## config.mk

```make
export PLATFORM = sky130hd
export DESIGN_NAME = bb_sgpio_ctrl
export DESIGN_NICKNAME = d
export VERILOG_FILES = /design/src/rtl/bb_sgpio_pkg.sv /design/src/rtl/bb_sgpio_clkgen.sv /design/src/rtl/bb_sgpio_ctrl.sv
export SDC_FILE = /design/constraint.sdc
export NUM_CORES = 1
export LEC_CHECK = 0
export ABC_AREA = 1
export ABC_CLOCK_PERIOD_IN_PS = 4550
export CORE_UTILIZATION = 35
export CTS_CLUSTER_DIAMETER = 120
export DETAILED_ROUTE_END_ITERATION = 16
export PLACE_DENSITY = 0.63
export SYNTH_ARGS = -nofsm -noshare
export SYNTH_HDL_FRONTEND = slang
export SYNTH_SLANG_ARGS = --single-unit
export TNS_END_PERCENT = 5
```

## constraint.sdc

```tcl
create_clock -name SYSCLK -period 4.55 [get_ports SYSCLK]
set_clock_uncertainty 0.15 [all_clocks]
set_input_delay 0.91 -clock SYSCLK [delete_from_list [all_inputs] [get_ports SYSCLK]]
set_output_delay 0.91 -clock SYSCLK [all_outputs]
set_load 0.05 [all_outputs]
```

## src/rtl/bb_sgpio_pkg.sv

```systemverilog
// Shared definitions for the baseboard SGPIO frame controller: FSM states,
// per-drive bit layout and parameter defaults.
package bb_sgpio_pkg;

  typedef enum logic [1:0] {
    IDLE  = 2'd0,
    SNAP  = 2'd1,
    SHIFT = 2'd2,
    GAP   = 2'd3
  } sgpio_state_e;

  localparam int BITS_PER_DRV = 3;
  localparam int ACT_OFS      = 0;
  localparam int LOC_OFS      = 1;
  localparam int FAIL_OFS     = 2;

  localparam int DEF_HDD_NUM      = 36;
  localparam int DEF_CLK_DIV      = 250;
  localparam int DEF_BLINK_FRAMES = 8;

  // Position of one LED bit of one drive inside the serial frame.
  function automatic int drv_bit(input int drv, input int ofs);
    return drv * BITS_PER_DRV + ofs;
  endfunction

endpackage

```

## src/rtl/bb_sgpio_clkgen.sv

```systemverilog
// SGPIO clock divider: toggles sgpio_ck every CLK_DIV system clocks and flags
// the system-clock cycle just before each SGPIO clock edge.
module bb_sgpio_clkgen
  import bb_sgpio_pkg::*;
#(
  parameter int CLK_DIV = DEF_CLK_DIV
) (
  input  logic clk,
  input  logic rst,
  output logic sgpio_ck,
  output logic tick_rise,
  output logic tick_fall
);

  localparam int DIV_W = (CLK_DIV > 1) ? $clog2(CLK_DIV) : 1;
  localparam logic [DIV_W-1:0] DIV_LAST = DIV_W'(CLK_DIV - 1);

  logic [DIV_W-1:0] div_d, div_q;
  logic             ck_d, ck_q;
  logic             div_wrap;

  always_comb begin
    div_wrap = (div_q == DIV_LAST);
    div_d    = div_q + DIV_W'(1);
    ck_d     = ck_q;
    if (div_wrap) begin
      div_d = '0;
      ck_d  = ~ck_q;
    end else begin
      ck_d  = ck_q;
    end
  end

  always_ff @(posedge clk) begin
    if (rst) begin
      div_q <= '0;
      ck_q  <= 1'b0;
    end else begin
      div_q <= div_d;
      ck_q  <= ck_d;
    end
  end

  // The ticks lead the registered clock edge by one cycle so that the
  // sequencer's own registers change on the same edge as sgpio_ck.
  assign sgpio_ck  = ck_q;
  assign tick_rise = div_wrap & ~ck_q;
  assign tick_fall = div_wrap & ck_q;

endmodule

```

## src/rtl/bb_sgpio_ctrl.sv

```systemverilog
// SGPIO frame controller: snapshots drive LED state with sticky activity,
// locate blink and global enable/lamp test, then shifts it out MSB-last.
module bb_sgpio_ctrl
  import bb_sgpio_pkg::*;
#(
  parameter int HDD_NUM      = DEF_HDD_NUM,
  parameter int CLK_DIV      = DEF_CLK_DIV,
  parameter int BLINK_FRAMES = DEF_BLINK_FRAMES
) (
  input  logic               SYSCLK,
  input  logic               RESET,
  input  logic [HDD_NUM-1:0] DRV_ACT,
  input  logic [HDD_NUM-1:0] DRV_LOCATE,
  input  logic [HDD_NUM-1:0] DRV_FAIL,
  input  logic               LED_EN,
  input  logic               LAMP_TEST,
  output logic               SGPIO_CK,
  output logic               SGPIO_LD,
  output logic               SGPIO_DATA,
  output logic               FRAME_DONE,
  output logic [15:0]        FRAME_CNT
);

  localparam int NBITS = BITS_PER_DRV * HDD_NUM;
  localparam int IDX_W = $clog2(NBITS + 1);
  localparam logic [IDX_W-1:0] IDX_LAST = IDX_W'(NBITS - 1);
  localparam int BLK_W = (BLINK_FRAMES > 1) ? $clog2(BLINK_FRAMES) : 1;
  localparam logic [BLK_W-1:0] BLK_LAST = BLK_W'(BLINK_FRAMES - 1);

  logic tick_fall;
  logic unused_tick_rise;

  sgpio_state_e     state_d, state_q;
  logic [NBITS-1:0] shreg_d, shreg_q;
  logic [IDX_W-1:0] bit_idx_d, bit_idx_q;
  logic [HDD_NUM-1:0] acc_d, acc_q;
  logic [BLK_W-1:0] blink_cnt_d, blink_cnt_q;
  logic             blink_phase_d, blink_phase_q;
  logic             data_d, data_q;
  logic             ld_d, ld_q;
  logic             done_d, done_q;
  logic [15:0]      frame_cnt_d, frame_cnt_q;

  logic [NBITS-1:0] snap_raw;
  logic [NBITS-1:0] snap_bits;

  bb_sgpio_clkgen #(
    .CLK_DIV (CLK_DIV)
  ) u_clkgen (
    .clk       (SYSCLK),
    .rst       (RESET),
    .sgpio_ck  (SGPIO_CK),
    .tick_rise (unused_tick_rise),
    .tick_fall (tick_fall)
  );

  for (genvar g = 0; g < HDD_NUM; g++) begin : g_drv
    assign snap_raw[drv_bit(g, ACT_OFS)]  = acc_q[g] | DRV_ACT[g];
    assign snap_raw[drv_bit(g, LOC_OFS)]  = DRV_LOCATE[g] & blink_phase_q;
    assign snap_raw[drv_bit(g, FAIL_OFS)] = DRV_FAIL[g];
  end

  // Lamp test outranks the global enable.
  always_comb begin
    if (LAMP_TEST) begin
      snap_bits = '1;
    end else if (!LED_EN) begin
      snap_bits = '0;
    end else begin
      snap_bits = snap_raw;
    end
  end

  always_comb begin
    state_d       = state_q;
    shreg_d       = shreg_q;
    bit_idx_d     = bit_idx_q;
    acc_d         = acc_q | DRV_ACT;
    blink_cnt_d   = blink_cnt_q;
    blink_phase_d = blink_phase_q;
    data_d        = data_q;
    ld_d          = ld_q;
    done_d        = 1'b0;
    frame_cnt_d   = frame_cnt_q;

    case (state_q)
      IDLE: begin
        state_d = SNAP;
      end

      SNAP: begin
        shreg_d   = snap_bits;
        acc_d     = DRV_ACT;  // activity seen in this very cycle survives the clear
        bit_idx_d = '0;
        state_d   = SHIFT;
      end

      SHIFT: begin
        if (tick_fall) begin
          data_d    = shreg_q[0];
          ld_d      = (bit_idx_q == '0);
          shreg_d   = {1'b0, shreg_q[NBITS-1:1]};
          bit_idx_d = bit_idx_q + IDX_W'(1);
          if (bit_idx_q == IDX_LAST) begin
            state_d = GAP;
          end else begin
            state_d = SHIFT;
          end
        end else begin
          state_d = SHIFT;
        end
      end

      GAP: begin
        if (tick_fall) begin
          data_d      = 1'b0;
          ld_d        = 1'b0;
          done_d      = 1'b1;
          frame_cnt_d = frame_cnt_q + 16'd1;
          if (blink_cnt_q == BLK_LAST) begin
            blink_cnt_d   = '0;
            blink_phase_d = ~blink_phase_q;
          end else begin
            blink_cnt_d   = blink_cnt_q + BLK_W'(1);
          end
          state_d = IDLE;
        end else begin
          state_d = GAP;
        end
      end

      default: begin
        state_d = IDLE;
      end
    endcase
  end

  always_ff @(posedge SYSCLK) begin
    if (RESET) begin
      state_q       <= IDLE;
      shreg_q       <= '0;
      bit_idx_q     <= '0;
      acc_q         <= '0;
      blink_cnt_q   <= '0;
      blink_phase_q <= 1'b0;
      data_q        <= 1'b0;
      ld_q          <= 1'b0;
      done_q        <= 1'b0;
      frame_cnt_q   <= 16'd0;
    end else begin
      state_q       <= state_d;
      shreg_q       <= shreg_d;
      bit_idx_q     <= bit_idx_d;
      acc_q         <= acc_d;
      blink_cnt_q   <= blink_cnt_d;
      blink_phase_q <= blink_phase_d;
      data_q        <= data_d;
      ld_q          <= ld_d;
      done_q        <= done_d;
      frame_cnt_q   <= frame_cnt_d;
    end
  end

  assign SGPIO_DATA = data_q;
  assign SGPIO_LD   = ld_q;
  assign FRAME_DONE = done_q;
  assign FRAME_CNT  = frame_cnt_q;

endmodule

```

==> impl_summary.txt <==
----------------------------------------------------
[Run status]
  Status ... completed

[Timing]
  Final Hold Fails ... 0
  Transition time at the pin with the least slew margin ... 1.07 ns
  Maximum achievable frequency ... 308 MHz
  RSZ-0062 raised after global routing ... no
  Final clock period utilization by the worst path ... 71.3%
  Final worst slack ... 1.31 ns
  # setup viols final ... 0
  Setup TNS ... 0 ns
  Worst hold slack across all endpoints ... 0.328 ns
  Crit path time final ... 3.24 ns
  Max-slew violation count ... 0
  Worst slew margin ... 28.6%

[Setup path]
  Stage delay of the slowest cell on the critical path ... 0.68 ns
  Critical-path maximum fanout ... 57
  CP max-delay cell ... inv_2
  Crit-path cells ... nor2_1 -> inv_4 -> nand2_4 -> inv_2 -> buf_4 -> nor2_1 -> nor2_1
  Required time reported for the critical path endpoint ... 4.76 ns
  Most prevalent standard cell on the critical path ... nor2_1
  Worst Setup Path Type ... register to register
  FF-to-FF Start ... state_q[1]
  Data arrival time at the worst-slack endpoint ... 3.45 ns
  Startpoint of the most critical setup path ... state_q[1]
  Setup crit end kind ... register
  Crit path launch type ... register

[Cells and area]
  Final core utilization ... 43.9%
  Most frequent cells in the layout ... nor2_1 (328), nand2_1 (277), dfxtp_1 (185)
  Most common library cell in the layout ignoring fill and taps ... nor2_1
  Share of layout cells above drive strength 1 ... 4.20%
  Antenna fix cells ... 0
  Final nets ... 1,561
  Post-route cell area ... 0.0111 mm^2
  Syn-to-layout area delta ... 22.9%

[Drt]
  DR vias ... 8,690
  Number of nets with antenna violations after detailed routing ... 0
  Detailed-route DRC error count ... 0
  Drt first pass iters ... 5
  Post-detailed-routing wire length ... 25.1 mm
  Number of vias per cell after detailed routing ... 4.87
  Post-detailed-route wirelength per cell ... 14.1 um
  Drt initial violations ... 678

[Global route]
  Via count of the first global-routing pass ... 8,001
  Overall overflow remaining after global route ... 0
  Maximum number of pins on one net before global-route repair ... 95
  Number of antenna violations at the first check in global routing ... 0
  Combined global-route utilization of all metal layers ... 19.2%
  Wire length of the first global-routing pass ... 40.4 mm

[Yosys]
  Number of instances in the synthesized netlist ... 1,370
  Synthesized flop and latch total ... 185
  Sequential share of the synthesized area ... 41.2%
  Syn_area_per_cell ... 6.57 um^2
  Number of warning messages in the yosys log ... 0
  Post-synth design cell area ... 0.00900 mm^2
  Synthesized net count ... 1,489
  Distinct cell type count after synthesis ... 30

[Run]
  Number of max-cap violations ... 0

[CTS]
  CTS clk-pin slew, worst paths ... 0.07 ns
  Hold buffers post-CTS ... 0
  CTS Buf Count ... 17
  Setup repair bufs after CTS ... 0
  TritonCTS clock tree ... done
  Clock tree buffer depth ... 2
  Post-CTS sizing ... 0
  H-tree depth ... 4
  Clock Root Buffer ... clkbuf_16
  Total number of clock tree sinks ... 185
  Worst-Skew Late Latency ... 0.43 ns

[Place]
  GP Congestion ... 0.798
  DP HPWL ... 15.2 mm
  Setup slack at placement ... 1.28 ns
  DP Area ... 0.0104 mm^2
  Count of buffers from port buffering ... 131

[Power and ir drop]
  Max VDD drop ... 0.000190 V
  Power per cell area ... 384 mW/mm^2
  Leakage power ... 4.71 nW

[Floorplanning]
  Rows ... 58
  Width of the chip ... 162 um
  Initial Utilization ... 35.7%
  Die Ht ... 162 um
  Area enclosed by the die boundary ... 0.0264 mm^2
  Placeable Area ... 0.0252 mm^2
  Top-level I/O count ... 132

[Worst hold path]
  Worst Hold Class ... register to register
  Origin of the worst min-delay path ... acc_q[19]

----------------------------------------------------
per-layer routing:
layer / global-route usage, % / part of all wire (%)
met5: 0 / 0
met4: 4.85 / 1.1
met3: 2.95 / 5.1
met2: 31.9 / 47
met1: 25.8 / 47
Yosys cell counts (all sizes together):
| cell type | instances | area, um^2 |
|---|---|---|
| ha | 7 | 87.6 |
| or2 | 1 | 6.26 |
| nand3b | 40 | 300 |
| clkinv | 1 | 3.75 |
| xor2 | 1 | 8.76 |
| a21oi | 150 | 751 |
| xnor2 | 1 | 8.76 |
| o22ai | 8 | 50.1 |
| nor2 | 332 | 1260 |
| dfxtp | 185 | 3700 |
| nand4 | 7 | 56.3 |
| o21ai | 59 | 295 |
| buf | 48 | 260 |
| nand3 | 82 | 410 |
| nand2 | 279 | 1050 |
| o21bai | 1 | 7.51 |
| clkbuf | 43 | 161 |
| nor3 | 3 | 15.0 |
| nor3b | 2 | 15.0 |
| a22oi | 24 | 180 |
| inv | 96 | 360 |
worst paths after layout:
kind / to / slack (ns) / cells past startpoint
worst max register to register: shreg_q[5] / 1.31 / 7
worst min-delay path: acc_q[19] / 0.33 / 2
worst min register to register: acc_q[19] / 0.33 / 2
worst max-delay path: shreg_q[5] / 1.31 / 7
sequential cells by signal (all words and copies together), names as in the netlist:
| name | flops |
|---|---|
| acc_q | 36 |
| u_clkgen.div_q | 8 |
| bit_idx_q | 7 |
| FRAME_DONE | 1 |
| u_clkgen.sgpio_ck | 1 |
| FRAME_CNT | 16 |
| blink_phase_q | 1 |
| blink_cnt_q | 3 |
| shreg_q | 108 |
| SGPIO_LD | 1 |
| SGPIO_DATA | 1 |
| state_q | 2 |
cells by family (layout without fill, tap and decap cells):
kind of cell,count (synthesis),in the layout,share of synthesized area (%)
buffers and inverters,188,272,8.73
AND/OR/NAND/NOR,746,746,34.7
XOR/XNOR,2,2,0.195
AO/OA/AOI/OAI,242,242,14.3
flip-flops,185,185,41.2
adder cells (fa/ha/maj),7,7,0.973
final cells by class:
| cell class | instances | area [um^2] |
|---|---|---|
| flip-flops and latches | 185 | 3700 |
| multi-input cells | 997 | 4520 |
| inverters | 97 | 369 |
| well taps | 330 | 413 |
| clock buffers | 18 | 429 |
| repair buffers | 144 | 1400 |
| clock inverters | 13 | 218 |
| fillers | 2638 | 14100 |
per-stage QoR:
step | std cells | power (mW)
2_1_floorplan | 1370 | 2.40
5_1_grt | 1784 | 4.47
6_report | 1784 | 4.25
3_5_place_dp | 1753 | 2.63
4_1_cts | 1784 | 4.28
3_3_place_gp | 1753 | 2.62
worst max-delay path: cells and delay by family, from the launching register on:
| family | cells | cell delay, ns |
|---|---|---|
| buffers and inverters | 3 | 1.75 |
| flip-flops | 1 | 0.42 |
| AND/OR/NAND/NOR | 4 | 0.79 |
power by group:
group	internal, mW	switching (mW)	leakage, nW	total [mW]
registers	1.77	0.0586	1.52	1.83
clock network	0.983	0.666	0.313	1.65
logic	0.318	0.456	2.87	0.773
total	3.07	1.18	4.71	4.25
Note: power is estimated with default switching activity, not from simulation.
